<file path="config.mk">
export PLATFORM = sky130hd
export DESIGN_NAME = vehicle_sensor_conditioner
export DESIGN_NICKNAME = d
export VERILOG_FILES = /design/src/rtl/vehicle_sensor_conditioner.sv
export SDC_FILE = /design/constraint.sdc
export NUM_CORES = 1
export LEC_CHECK = 0
export ABC_CLOCK_PERIOD_IN_PS = 6200
export BUFFER_PORTS_ARGS = -buffer_cell sky130_fd_sc_hd__buf_2
export CELL_PAD_IN_SITES_DETAIL_PLACEMENT = 0
export CELL_PAD_IN_SITES_GLOBAL_PLACEMENT = 1
export CORE_MARGIN = 1
export CORE_UTILIZATION = 45
export CTS_CLUSTER_DIAMETER = 120
export CTS_CLUSTER_SIZE = 30
export DETAILED_ROUTE_END_ITERATION = 12
export GPL_ROUTABILITY_DRIVEN = 1
export GPL_TIMING_DRIVEN = 0
export PLACE_DENSITY_LB_ADDON = 0.1
export SYNTH_ARGS = -nofsm -noshare
export SYNTH_HDL_FRONTEND = slang
export SYNTH_SLANG_ARGS = --single-unit
export TNS_END_PERCENT = 1
</file>
<file path="constraint.sdc">
create_clock -name clk -period 6.2 [get_ports clk]
set_input_delay 1.24 -clock clk [delete_from_list [all_inputs] [get_ports clk]]
set_output_delay 1.24 -clock clk [all_outputs]
set_load 0.01 [all_outputs]
</file>
<file path="src/rtl/vehicle_sensor_conditioner.sv">
// Raw loop-detector conditioning for roads A/B: 2-flop sync, tick debounce, sticky request latch, arrival counters.
// Optional stuck-active detection is built when SENSOR_STUCK_DETECT_EN is defined.
module vehicle_sensor_conditioner #(
    parameter int unsigned TICK_DIV       = 1000,
    parameter int unsigned DEBOUNCE_TICKS = 4,
    parameter int unsigned STUCK_TICKS    = 4096
) (
    input  logic       clk,
    input  logic       rst,
    input  logic       sa_raw,
    input  logic       sb_raw,
    input  logic       ga,
    input  logic       gb,
    output logic       Sa,
    output logic       Sb,
    output logic [7:0] cnt_a,
    output logic [7:0] cnt_b,
    output logic       stuck_a,
    output logic       stuck_b
);

    localparam int          NCH    = 2;
    localparam int unsigned DIV_W  = (TICK_DIV > 1) ? $clog2(TICK_DIV) : 1;
    localparam int unsigned DCNT_W = (DEBOUNCE_TICKS > 1) ? $clog2(DEBOUNCE_TICKS) : 1;
    localparam int unsigned CNT_W  = 8;

    localparam logic [DIV_W-1:0]  DIV_LAST  = DIV_W'(TICK_DIV - 1);
    localparam logic [DCNT_W-1:0] DCNT_LAST = DCNT_W'(DEBOUNCE_TICKS - 1);
    localparam logic [CNT_W-1:0]  CNT_MAX   = '1;

    // Reject parameter values the datapath cannot represent.
    if (TICK_DIV < 1) begin : g_bad_tick_div
        $error("TICK_DIV must be >= 1");
    end
    if (DEBOUNCE_TICKS < 1) begin : g_bad_debounce
        $error("DEBOUNCE_TICKS must be >= 1");
    end
    if (STUCK_TICKS < 1) begin : g_bad_stuck
        $error("STUCK_TICKS must be >= 1");
    end

    logic [NCH-1:0]    raw_c;
    logic [NCH-1:0]    grn_c;
    logic [NCH-1:0]    sync1_q;
    logic [NCH-1:0]    sync2_q;
    logic [NCH-1:0]    clean_q;
    logic [NCH-1:0]    clean_d;
    logic [NCH-1:0]    req_q;
    logic [NCH-1:0]    req_d;
    logic [NCH-1:0]    force_c;
    logic [DIV_W-1:0]  div_q;
    logic [DIV_W-1:0]  div_d;
    logic              tick_c;
    logic [DCNT_W-1:0] dcnt_q [NCH];
    logic [DCNT_W-1:0] dcnt_d [NCH];
    logic [CNT_W-1:0]  cnt_q  [NCH];
    logic [CNT_W-1:0]  cnt_d  [NCH];

    assign raw_c  = {sb_raw, sa_raw};
    assign grn_c  = {gb, ga};
    assign tick_c = (div_q == DIV_LAST);

    // Prescaler, debounce, arrival counters and request latch next-state.
    always_comb begin
        div_d = tick_c ? '0 : div_q + DIV_W'(1);
        for (int ch = 0; ch < NCH; ch++) begin
            clean_d[ch] = clean_q[ch];
            dcnt_d[ch]  = dcnt_q[ch];
            cnt_d[ch]   = cnt_q[ch];
            req_d[ch]   = req_q[ch];

            if (tick_c) begin
                if (sync2_q[ch] == clean_q[ch]) begin
                    dcnt_d[ch] = '0;
                end else if (dcnt_q[ch] == DCNT_LAST) begin
                    clean_d[ch] = sync2_q[ch];
                    dcnt_d[ch]  = '0;
                end else begin
                    dcnt_d[ch] = dcnt_q[ch] + DCNT_W'(1);
                end
            end

            if (clean_d[ch] && !clean_q[ch] && (cnt_q[ch] != CNT_MAX)) begin
                cnt_d[ch] = cnt_q[ch] + CNT_W'(1);
            end

            // Set dominates; a green only clears once the road is empty.
            req_d[ch] = force_c[ch] | clean_q[ch] | (req_q[ch] & ~(grn_c[ch] & ~clean_q[ch]));
        end
    end

    always_ff @(posedge clk) begin
        if (rst) begin
            sync1_q <= '0;
            sync2_q <= '0;
            clean_q <= '0;
            req_q   <= '0;
            div_q   <= '0;
            for (int ch = 0; ch < NCH; ch++) begin
                dcnt_q[ch] <= '0;
                cnt_q[ch]  <= '0;
            end
        end else begin
            sync1_q <= raw_c;
            sync2_q <= sync1_q;
            clean_q <= clean_d;
            req_q   <= req_d;
            div_q   <= div_d;
            for (int ch = 0; ch < NCH; ch++) begin
                dcnt_q[ch] <= dcnt_d[ch];
                cnt_q[ch]  <= cnt_d[ch];
            end
        end
    end

`ifdef SENSOR_STUCK_DETECT_EN
    localparam int unsigned          STK_W   = $clog2(STUCK_TICKS + 1);
    localparam logic [STK_W-1:0]     STK_MAX = STK_W'(STUCK_TICKS);

    logic [STK_W-1:0] stk_q [NCH];
    logic [STK_W-1:0] stk_d [NCH];
    logic [NCH-1:0]   stuck_q;
    logic [NCH-1:0]   stuck_d;

    // Count ticks spent active; saturate and flag, drop everything once the road empties.
    always_comb begin
        for (int ch = 0; ch < NCH; ch++) begin
            stk_d[ch]   = stk_q[ch];
            stuck_d[ch] = 1'b0;
            if (!clean_q[ch]) begin
                stk_d[ch] = '0;
            end else if (tick_c && (stk_q[ch] != STK_MAX)) begin
                stk_d[ch] = stk_q[ch] + STK_W'(1);
            end
            stuck_d[ch] = clean_q[ch] && (stk_d[ch] == STK_MAX);
        end
    end

    always_ff @(posedge clk) begin
        if (rst) begin
            stuck_q <= '0;
            for (int ch = 0; ch < NCH; ch++) begin
                stk_q[ch] <= '0;
            end
        end else begin
            stuck_q <= stuck_d;
            for (int ch = 0; ch < NCH; ch++) begin
                stk_q[ch] <= stk_d[ch];
            end
        end
    end

    assign force_c = stuck_q;
    assign stuck_a = stuck_q[0];
    assign stuck_b = stuck_q[1];
`else
    assign force_c = '0;
    assign stuck_a = 1'b0;
    assign stuck_b = 1'b0;
`endif

    assign Sa    = req_q[0];
    assign Sb    = req_q[1];
    assign cnt_a = cnt_q[0];
    assign cnt_b = cnt_q[1];

endmodule

</file>
==> impl_metrics.toml <==
[worst_setup_path]
worstSetupPathType = "reg2reg"
reg2reg_slack_ps = 3900
slowest_delay_ps = 660
rr_startpoint = "div_q[0]"
r2r-end = "cnt_q[0][5]"
cp_data_arrival_time_ps = 2470
cp-start-kind = "flop"
endpoint_kind = "flop"
required_ps = 6380
crit_chain = "ha_1, nand3_1, or4_1, nor4_1, mux2_2"
rr_worst_depth = 5
crit_fanout = 7
critPathSlowestCell = "or4_1"

[synth]
synthFlopType = "dfxtp_1"
yosysWarnings = 0
synth_top_family_by_area = "simple AND/OR/NAND/NOR gates"
ys_ff_latch = 38
synth-xor-area-share = 0.0511
syn_inst = 197
synth-simple-area-share = 0.274
synth_edf_count = 0
synth_fa_ha_area_frac = 0.0365
syn_avg_cell_area_sq_um = 8.71
synth_seq_area_share = 0.443
synth_area_sq_um = 1720
synthArstFlopShare = 0
yosysUniqueCellTypes = 35
synth_mux_area_frac = 0.00656
synth-compound-area-share = 0.135

[power_and_ir_drop]
switchingPower_uw = 90.6
ir_worst_vdd_v = 0.000134
p_seq_frac = 0.595
power_frac_clock = 0.375
powerDensity_nw_per_um2 = 212
sw_frac_of_total = 0.217
leakage_nw = 0.723
power_frac_comb = 0.030
total_power_uw = 418
intPower_uw = 327

[drt]
drt_iter0_markers = 57
dr.pass1.iters = 4
ant_nets = 0
drc = 0
wl_per_cell_um = 12.2
wirelength_mm = 3.38
num_vias = 1490
vias_per_cell = 5.40

[clock_tree]
cts_resized = 0
htree_levels = 2
cts_root_buffer = "clkbuf_8"
cts.sinks = 38
clk_pin_slew_ps = 70
clk_path_buf_depth = 2
cts-hold-fix-buffers = 0
clkLatencyLatePin_ps = 280
cts_setup_buffers = 0
cts_buffers = 5
cts_tree = "yes"

[final_layout]
fin_cells = 276
finalInstanceArea_sq_um = 1970
fin_util = 0.539
drive_above_1_share = 0.162
nets = 239
n_antenna_cell = 0
syn2layout_area_growth_pct = 15.0

[die]
design.core.area_sq_um = 3660
pin_count = 26
start_util = 0.469
die_width_um = 63.7
std_cell_rows = 22
dieHeight_um = 63.7
die_area_sq_um = 4060

[sta]
hold_viol = 0
skew_ps = 4.45
period_share = 0.370
finalMaxSlewViolations = 0
rsz0062_at_grt = "false"
tightest_slew_ps = 762
max_slew_margin = 0.488
final.min_clock_period_ps = 2300
hold_ws_ps = 438
setup-tns-final_ps = 0
setup_viol = 0
setup_slack_ps = 3900
max_freq_mhz = 436

[worst_hold_path]
holdPathStages = 1
worstHoldStart = "sync1_q[0]"
hold_class = "reg2reg"
min_to = "sync2_q[0]"

[global_routing]
grt_pass1_wl_mm = 6.15
grt_max_degree = 12
grt-ovfl-total = 0
grt_pass1_vias = 1385
grt_util_all_layers = 0.193
antenna_found_initial = 0

[run_status]
status = "completed"

[placed_design]
dp_cells = 269
dp_slack_ps = 3780
post-dp-hpwl_mm = 2.41
place.gp.congestion = 0.788
postPlaceCellArea_sq_um = 1890
port_buffers = 23

[run]
cap_violations = 0
-- placed cells by master, fill, tap and decap left out, drive strengths merged, types with 3 or more instances in the layout --
master   n
buf     29
nor2    16
or4      9
inv      9
o21ai    7
nor2b    5
nor3     3
nand3   13
nor4     4
and4     3
o31ai    7
xor2     4
a21oi   22
dfxtp   38
clkbuf   9
nand2   12
nand4    3
xnor2    6
nand4b   3
ha       5
or3      6
-- power groups by stage --
stage          registers (mW)  clock network (mW)  logic [mW]
2_1_floorplan           0.254                   0     0.00875
3_3_place_gp            0.254                   0      0.0121
3_5_place_dp            0.254                   0      0.0126
4_1_cts                 0.249               0.163      0.0127
5_1_grt                 0.249               0.175      0.0141
6_report                0.249               0.157      0.0126
-- registers in the layout, indices dropped and copies added (netlist names) --
| signal | cells |
|---|---|
| clean_q | 2 |
| dcnt_q | 4 |
| div_q | 10 |
| cnt_q | 16 |
| sync2_q | 2 |
| req_q | 2 |
| sync1_q | 2 |
-- cells in the mapped netlist (all sizes together) (2+ instances only) --
cell,count,share of area
a21oi,22,0.064
and4,3,0.015
buf,6,0.023
clkbuf,4,0.0088
dfxtp,38,0.44
ha,5,0.036
inv,9,0.020
nand2,12,0.026
nand3,13,0.038
nand3b,2,0.0088
nand4,3,0.011
nand4b,3,0.015
nor2,16,0.035
nor2b,5,0.018
nor3,3,0.0088
nor4,4,0.015
o21ai,7,0.020
o31ai,7,0.031
o41ai,2,0.010
or3,6,0.022
or4,9,0.042
xnor2,6,0.031
xor2,4,0.020
-- worst max-delay path by stage --
stage                     slack [ps]            to  cells after the start  startpoint
after floorplan                 4140  cnt_q[0][15]                      6    div_q[0]
after global placement          3810      div_q[2]                      4         rst
after detailed placement        3780      div_q[2]                      4         rst
after CTS                       3910   cnt_q[0][5]                      5    div_q[0]
after global routing            3760  cnt_q[0][13]                      6    div_q[0]
final                           3900   cnt_q[0][5]                      5    div_q[0]
-- cells by family after synthesis --
group                      after synthesis
AOI/OAI and AO/OA                       40
muxes                                    1
DFF                                     38
other                                    1
xor gates and xnor gates                10
and+or+nand+nor                         83
buffers and inverters                   19
adders and majority gates                5
-- worst max-delay path, delay by kind of cell (launching register included) --
family	cells	cell delay (ps)
flip-flops	1	350
multiplexers	1	370
adder cells (fa/ha/maj)	1	210
AND/OR/NAND/NOR	3	1250
-- per-layer routing --
layer	wire [um]	GRT usage	vias up
li1	-	-	766
met1	1640	0.240	693
met2	1560	0.319	24
met3	128	0.0482	7
met4	55	0.0767	0
met5	0	0	-
-- cell type report --
class                      instances  area, sq um
buffer                            10         53.8
tap                               48         60.1
clock inverter                     2         10.0
multi-input combinational        141          871
fill                             357         1690
inverter                           9         33.8
sequential                        38          761
timing repair buffer              23          115
clock buffer                       5         68.8
Power figures use the tool's default switching activity.
